**src/rtl/frame_dispatch.sv**
```systemverilog
`default_nettype none
// ============================================================================
// Module   : frame_dispatch
// Brief    : Pops one frame-FIFO entry at a time, validates it and serializes
//            its payload words onto the one-hot selected output channel.
// Revision : 1.0 - initial release
// ============================================================================
module frame_dispatch #(
  parameter int DATA_W    = 16,
  parameter int NUM_CH    = 8,
  parameter int MAX_WORDS = 8,
  parameter int ENTRY_W   = MAX_WORDS*DATA_W + NUM_CH + 4
) (
  input  logic               clk_in,
  input  logic               rst_n,
  input  logic               fifo_empty,
  output logic               fifo_rd_en,
  input  logic [ENTRY_W-1:0] fifo_rdata,
  output logic [DATA_W-1:0]  dout,
  output logic [NUM_CH-1:0]  dout_vld,
  input  logic               dout_ready,
  output logic               frame_done,
  output logic               fmt_err,
  output logic               busy
);

  localparam int CNT_W = 4;
  localparam int IDX_W = $clog2(MAX_WORDS);
  localparam logic [CNT_W-1:0] c_max_cnt = CNT_W'(MAX_WORDS);
  localparam logic [IDX_W-1:0] c_idx_one = IDX_W'(1);

  typedef enum logic [1:0] {
    IDLE  = 2'd0,
    FETCH = 2'd1,
    LOAD  = 2'd2,
    SEND  = 2'd3
  } state_t;

  state_t r_state;
  state_t w_next;

  logic [MAX_WORDS-1:0][DATA_W-1:0] r_words;
  logic [IDX_W-1:0]                 r_widx;
  logic [DATA_W-1:0]                r_dout;
  logic [NUM_CH-1:0]                r_vld;
  logic                             r_frame_done;
  logic                             r_fmt_err;

  logic [MAX_WORDS-1:0][DATA_W-1:0] w_in_words;
  logic [NUM_CH-1:0]                w_in_ch;
  logic [CNT_W-1:0]                 w_in_cnt;
  logic [IDX_W-1:0]                 w_in_last;
  logic [IDX_W-1:0]                 w_widx_dec;
  logic                             w_in_ok;
  logic                             w_last;

  assign w_in_words = fifo_rdata[ENTRY_W-1 -: MAX_WORDS*DATA_W];
  assign w_in_ch    = fifo_rdata[CNT_W +: NUM_CH];
  assign w_in_cnt   = fifo_rdata[CNT_W-1:0];
  // All four count bits take part in the range check, so 9..15 are rejected.
  assign w_in_ok    = (w_in_cnt != '0) && (w_in_cnt <= c_max_cnt) && $onehot(w_in_ch);
  assign w_in_last  = w_in_cnt[IDX_W-1:0] - c_idx_one;
  assign w_widx_dec = r_widx - c_idx_one;
  assign w_last     = (r_widx == '0);

  always_ff @(posedge clk_in or negedge rst_n) begin
    if (!rst_n) begin
      r_state <= IDLE;
    end else begin
      r_state <= w_next;
    end
  end

  always_comb begin
    w_next = r_state;
    unique case (r_state)
      IDLE:    if (!fifo_empty) w_next = FETCH;
      FETCH:   w_next = LOAD;
      LOAD:    w_next = w_in_ok ? SEND : IDLE;
      SEND:    if (dout_ready && w_last) w_next = IDLE;
      default: w_next = IDLE;
    endcase
  end

  // The first word is loaded straight from the FIFO read data so it is on
  // the output the cycle after LOAD; later words come from the latched entry.
  always_ff @(posedge clk_in or negedge rst_n) begin
    if (!rst_n) begin
      r_words      <= '0;
      r_widx       <= '0;
      r_dout       <= '0;
      r_vld        <= '0;
      r_frame_done <= 1'b0;
      r_fmt_err    <= 1'b0;
    end else begin
      r_frame_done <= 1'b0;
      r_fmt_err    <= 1'b0;
      case (r_state)
        LOAD: begin
          if (w_in_ok) begin
            r_words <= w_in_words;
            r_widx  <= w_in_last;
            r_dout  <= w_in_words[w_in_last];
            r_vld   <= w_in_ch;
          end else begin
            r_fmt_err <= 1'b1;
          end
        end
        SEND: begin
          if (dout_ready) begin
            if (w_last) begin
              r_vld        <= '0;
              r_frame_done <= 1'b1;
            end else begin
              r_widx <= w_widx_dec;
              r_dout <= r_words[w_widx_dec];
            end
          end
        end
        default: ;
      endcase
    end
  end

  assign fifo_rd_en = (r_state == FETCH);
  assign busy       = (r_state != IDLE);
  assign dout       = r_dout;
  assign dout_vld   = r_vld;
  assign frame_done = r_frame_done;
  assign fmt_err    = r_fmt_err;

endmodule
`default_nettype wire

```
**config.mk**
```make
export PLATFORM = sky130hd
export DESIGN_NAME = frame_dispatch
export DESIGN_NICKNAME = d
export VERILOG_FILES = /design/src/rtl/frame_dispatch.sv
export SDC_FILE = /design/constraint.sdc
export NUM_CORES = 1
export LEC_CHECK = 0
export CORE_ASPECT_RATIO = 0.6
export CORE_MARGIN = 5
export CORE_UTILIZATION = 50
export CTS_CLUSTER_SIZE = 8
export DETAILED_ROUTE_END_ITERATION = 8
export PLACE_DENSITY = 0.9
export SYNTH_ARGS = -nofsm -noshare
export SYNTH_HDL_FRONTEND = slang
export SYNTH_SLANG_ARGS = --single-unit
export TNS_END_PERCENT = 10
```
**constraint.sdc**
```tcl
create_clock -name clk_in -period 3.88 [get_ports clk_in]
set_clock_uncertainty 0.1 [all_clocks]
set_input_delay 1.164 -clock clk_in [delete_from_list [all_inputs] [get_ports clk_in]]
set_output_delay 1.164 -clock clk_in [all_outputs]
set_load 0.1 [all_outputs]
```
# Word-level counts from Yosys, hierarchy flattened
# Index checks and enable logic that the tools add are counted.
[op_classes]
order_cmp = 3
bitwise = 0
n_eq_ne = 10
n_mux = 25
n_reduce_logical = 12
shift = 0
mul = 0
add_sub_neg = 9
div_mod_pow = 0
[op_table]
columns = ["op", "n"]
rows = [
  ["16-bit binary-select mux with 3-bit select", 2],
  ["16-bit two-way mux", 5],
  ["16-bit one-hot mux with 2 select lines", 1],
  ["8-bit two-way mux", 3],
  ["8-bit one-hot mux with 2 select lines", 1],
  ["2-bit inequality test, second input constant", 6],
  ["3-bit two-way mux", 3],
  ["1-bit by 1-bit adder with 2-bit output", 4],
  ["3-bit by 4-bit less-than comparator with 1-bit output, second input constant", 2],
  ["2-bit one-hot mux with 4 select lines", 1],
  ["4-bit AND reduction", 2],
  ["2-bit by 2-bit adder with 3-bit output", 2],
  ["2-bit two-way mux", 3],
  ["3-bit one-hot mux with 2 select lines", 1],
  ["3-bit by 1-bit subtractor with 3-bit output, second input constant", 2],
  ["1-bit two-way mux", 5],
  ["3-bit by 3-bit adder with 4-bit output", 1],
  ["2-bit equality test, second input constant", 2],
  ["4-bit by 1-bit equality test with 1-bit output, second input constant", 1],
  ["4-bit less-or-equal comparator, second input constant", 1],
  ["2-bit AND reduction", 2],
  ["2-bit nonzero test", 2],
  ["4-bit nonzero test", 1],
  ["1-bit logical AND", 3],
  ["other kinds (3)", 3],
]
[word_totals]
regBits = 159
romBits = 0
ram_bits = 0
latchBits = 0
n_memories = 0
inputBits = 144
output_inout_bits = 28

# Longest topological paths before layout
# Gate-level depths: netlist of the first run.
[depth]
word_depth = 7
ltp_mapped = 15
depth_no_buf = 13

# Least setup slack after synthesis of the first run
# No wires, ideal clock.
[synth_timing]
path_kind = "input to register"
start = "input fifo_rdata[4]"
end = "register r_dout[10] (netlist: dout[10])"
stages = 13
setup_ns = 0.126
slack_ns = -0.848
arrival_ns = 4.502
cell_sequence = "inv_1 fa_1 fa_1 fa_1 inv_1 ha_1 inv_1 fa_1 a31oi_1 nor4_4 nor2_2 buf_2 mux2_2"
[synth_between]
elab_chain_cells = 7
[synth_lines]
columns = ["element", "line", "rtl"]
rows = [
  ["start, declared", "18", "input logic [ENTRY_W-1:0] fifo_rdata,"],
  ["1-bit by 1-bit adder with 2-bit output (implied by the code)", "61", "assign w_in_ok = (w_in_cnt != '0) && (w_in_cnt <= c_max_cnt) && $onehot(w_in_ch);"],
  ["2-bit by 2-bit adder with 3-bit output (implied by the code)", "61", ""],
  ["3-bit by 3-bit adder with 4-bit output (implied by the code)", "61", ""],
  ["4-bit by 1-bit equality test with 1-bit output", "61", ""],
  ["1-bit logical AND", "61", ""],
  ["2-bit inequality test (no source line)", "--", ""],
  ["4-bit AND reduction (no source line)", "--", ""],
  ["end signal, assigned", "103", "r_dout <= w_in_words[w_in_last];"],
  ["end signal, assigned", "116", "r_dout <= r_words[w_widx_dec];"],
  ["end, declared", "44", "logic [DATA_W-1:0] r_dout;"],
]
# Every way passes these cells.
# A chain may end at the register's enable or synchronous reset.

# Final worst setup path of the first run
[layout_timing]
start = "input fifo_rdata[4]"
end = "register r_words[61] in the netlist's numbering"
[layout_between]
elab_chain_cells = 6
[layout_lines]
columns = ["element", "line", "rtl"]
rows = [
  ["1-bit by 1-bit adder with 2-bit output (implied by the code)", "61", ""],
  ["2-bit by 2-bit adder with 3-bit output (implied by the code)", "61", ""],
  ["3-bit by 3-bit adder with 4-bit output (implied by the code)", "61", ""],
  ["4-bit by 1-bit equality test with 1-bit output", "61", ""],
  ["1-bit logical AND", "61", ""],
  ["2-bit AND reduction (no source line)", "--", ""],
  ["end signal, assigned", "101", "r_words <= w_in_words;"],
  ["end, declared", "42", "logic [MAX_WORDS-1:0][DATA_W-1:0] r_words;"],
]
# Every way passes these cells.

==> results of run 1 <==
how the worst min path moves through the flow:
| stage | start | end | slack [ps] | depth (start not counted) |
|---|---|---|---|---|
| 4_1_cts | r_words[80] | r_words[80] | 380 | 1 |
| 3_5_place_dp | r_words[31] | r_words[31] | 370 | 1 |
| 6_report | r_words[19] | r_words[19] | 380 | 1 |
| 3_3_place_gp | r_words[8] | r_words[8] | 360 | 1 |
| 2_1_floorplan | r_words[16] | r_words[16] | 350 | 1 |
| 5_1_grt | r_words[80] | r_words[80] | 390 | 1 |
cell usage in the layout (no fill, tap or decap), drive strengths merged, types with 2 or more instances in the layout:
cell	netlist	layout
nor2	5	5
dfrtp	159	159
and2	3	3
clkdlybuf4s50	0	136
buf	24	68
a31oi	2	2
a22oi	32	32
bufinv	0	3
ha	6	6
o21ai	9	9
clkbuf	16	21
xor2	2	2
dlymetal6s2s	0	2
mux2	144	144
fa	4	4
mux4	64	64
nand2b	5	5
inv	20	22
nand2	38	38
clkinv	0	5
clkinvlp	0	2
worst max-delay path, stage by stage:
cell	delay [ps]
buf_8	90
inv_8	30
fa_1	540
fa_1	440
fa_1	460
inv_1	70
ha_2	190
inv_2	50
fa_2	550
nand3_4	80
nor4_4	220
buf_6	150
buf_12	140
buf_16	210
mux2_1	370
timing repair:
item	in CTS	in global routing
hold buffers	0	0
endpoints found under the setup margin	158	157
hold endpoints to repair	0	0
setup buffers	2	6
cloned	7	1
gates resized for setup	52	41
pin swaps	4	3
per-stage QoR:
stage	setup slack [ps]	util	area (um^2)	total power [mW]
4_1_cts	-754	0.692	11100	8.41
2_1_floorplan	-705	-	8210	5.47
3_5_place_dp	-1500	0.631	10100	6.51
5_1_grt	-780	0.704	11300	8.92
3_3_place_gp	-1400	0.631	10100	6.32
6_report	-713	0.704	11300	8.55
where the power goes:
group / switching, mW / internal [mW]
Sequential: 0.441 / 2.41
Combinational: 2.14 / 1.82
Clock: 0.693 / 1.04
Total: 3.28 / 5.27
registers in the layout, summed over array words and instances (netlist names):
name        cells
fmt_err         1
r_widx          3
r_state         2
frame_done      1
dout_vld        8
r_words       128
dout           16
layout make-up:
type	count	area, um^2
Fill cell	1029	4750
Multi-Input combinational cell	328	4080
Sequential cell	159	3980
Timing Repair Buffer	208	2280
Clock buffer	20	447
Tap cell	209	262
Clock inverter	12	159
Inverter	20	82.6
cell families after synthesis:
family	after synthesis	share of synthesized area
simple gates	60	0.0351
xor+xnor	3	0.00325
buf+inv	60	0.0315
mux	209	0.380
flops	159	0.491
compound gates	46	0.0399
fa+ha+maj	10	0.0192
per-layer routing:
metal / routed length, um / global-route usage / up-vias
li1: - / - / 2433
met2: 11300 / 0.400 / 305
met4: 379 / 0.0649 / 4
met3: 2000 / 0.0685 / 34
met5: 21 / 0 / -
met1: 9770 / 0.338 / 2973
==> flow_metrics.py, run 1 <==
metrics = {
    "run_status": {
        "status": "complete, but fails checks",
        "violations": "negative setup slack",
    },
    "drt": {
        "via_per_inst": 6.01,
        "drtPass1Iterations": 4,
        "drc": 0,
        "num_vias": 5749,
        "drt-initial-drc-count": 469,
        "routed_wirelength_mm": 23.5,
        "postRouteAntennaNets": 0,
        "wire_per_inst_um": 24.6,
    },
    "yosys": {
        "synth.distinct_cells": 32,
        "synthTopCellsByCount": "159 x dfrtp_1, 102 x mux2_1, 64 x mux4_2",
        "syn_area_um2": 8100,
        "yosys_warnings": 0,
        "synth_cells": 547,
        "ys_seq_area_frac": 0.491,
        "synth-seq-cells": 159,
        "synth.avg_cell_area_um2": 14.8,
        "synth_top_area_frac": 0.491,
        "synthArstFlopShare": 1.00,
        "yosysMostFrequentCell": "dfrtp_1",
        "synth_flop_cell": "dfrtp_1",
        "synthTopCellsByArea": "dfrtp_1 49%, mux4_2 18%, mux2_1 14%, mux2_2 5.8%, a22oi_1 3.0%",
        "yosysTopAreaCell": "dfrtp_1",
        "synth_nets": 701,
        "synth-edff-count": 0,
    },
    "floorplanning": {
        "die_w_um": 174,
        "core-area_um2": 16000,
        "initial_core_util": 0.505,
        "die_area_um2": 18900,
        "rows": 36,
        "io_pins": 172,
        "chipHeight_um": 109,
    },
    "cells_and_area": {
        "area_growth_pct": 39.4,
        "num_antenna_cells": 0,
        "drive_gt1_frac": 0.349,
        "final_cells": 956,
        "fin_nets": 888,
    },
    "critical_path": {
        "crit_path_end_kind": "flop",
        "r2r-start": "r_widx[0]",
        "crit_end": "r_words[61]",
        "worst_r2r_endpoint": "dout[6]",
        "crit_fanout": 36,
        "crit_start": "fifo_rdata[4]",
        "rr_worst_depth": 6,
        "r2r_setup_slack_ps": 1130,
        "arrival_ps": 4780,
        "cp-start-kind": "input port",
        "required_ps": 4070,
        "critical_path_class": "input port to flop",
    },
    "sta": {
        "hold_viol_final": 0,
        "setup_viol_count_final": 157,
        "fin_ws_ps": -713,
        "whs_ps": 384,
        "clock.fmax_mhz": 218,
        "worst_slew_pin_slew_ps": 1140,
        "finalCritPeriodShare": 1.18,
        "min_period_ps": 4590,
        "slew_headroom": 0.242,
        "drv_slew": 0,
        "finalSetupTns_ps": -100600,
        "rsz0062_at_grt": "yes",
    },
    "clock_network": {
        "insertion_delay_ps": 410,
        "clk_path_buf_depth": 2,
        "clk_pin_slew_ps": 70,
        "cts.sinks": 159,
        "clk_root_buffer_cell": "clkbuf_16",
        "cts_tree": "built",
        "htree_num_levels": 4,
        "cts_inserted_buffers": 17,
    },
    "global_route": {
        "grt_pass1_wl_mm": 35.8,
        "grt_usage": 0.248,
        "antenna_found_initial": 2,
        "grt_pass1_vias": 6379,
        "grt.overflow.total": 0,
        "grt_max_degree": 66,
    },
    "job": {
        "drv_cap": 0,
    },
    "placement": {
        "hpwl_mm": 15.3,
        "placed_cells": 908,
        "portBuffers": 171,
        "place_congestion": 0.836,
    },
    "hold_path": {
        "hp-class": "flop to flop",
    },
    "power_and_ir_drop": {
        "ir_drop_v": 0.000617,
        "power.density_nw_per_um2": 757,
        "leakage_nw": 4.99,
    },
}
No activity file was read; power rests on OpenSTA's default activity.
==> inputs of run 2 (changes only) <==
SLEW_MARGIN = 5   (was unset)
==> results of run 2 <==
Final layout, timing and power as in run 1 (identical DEF).
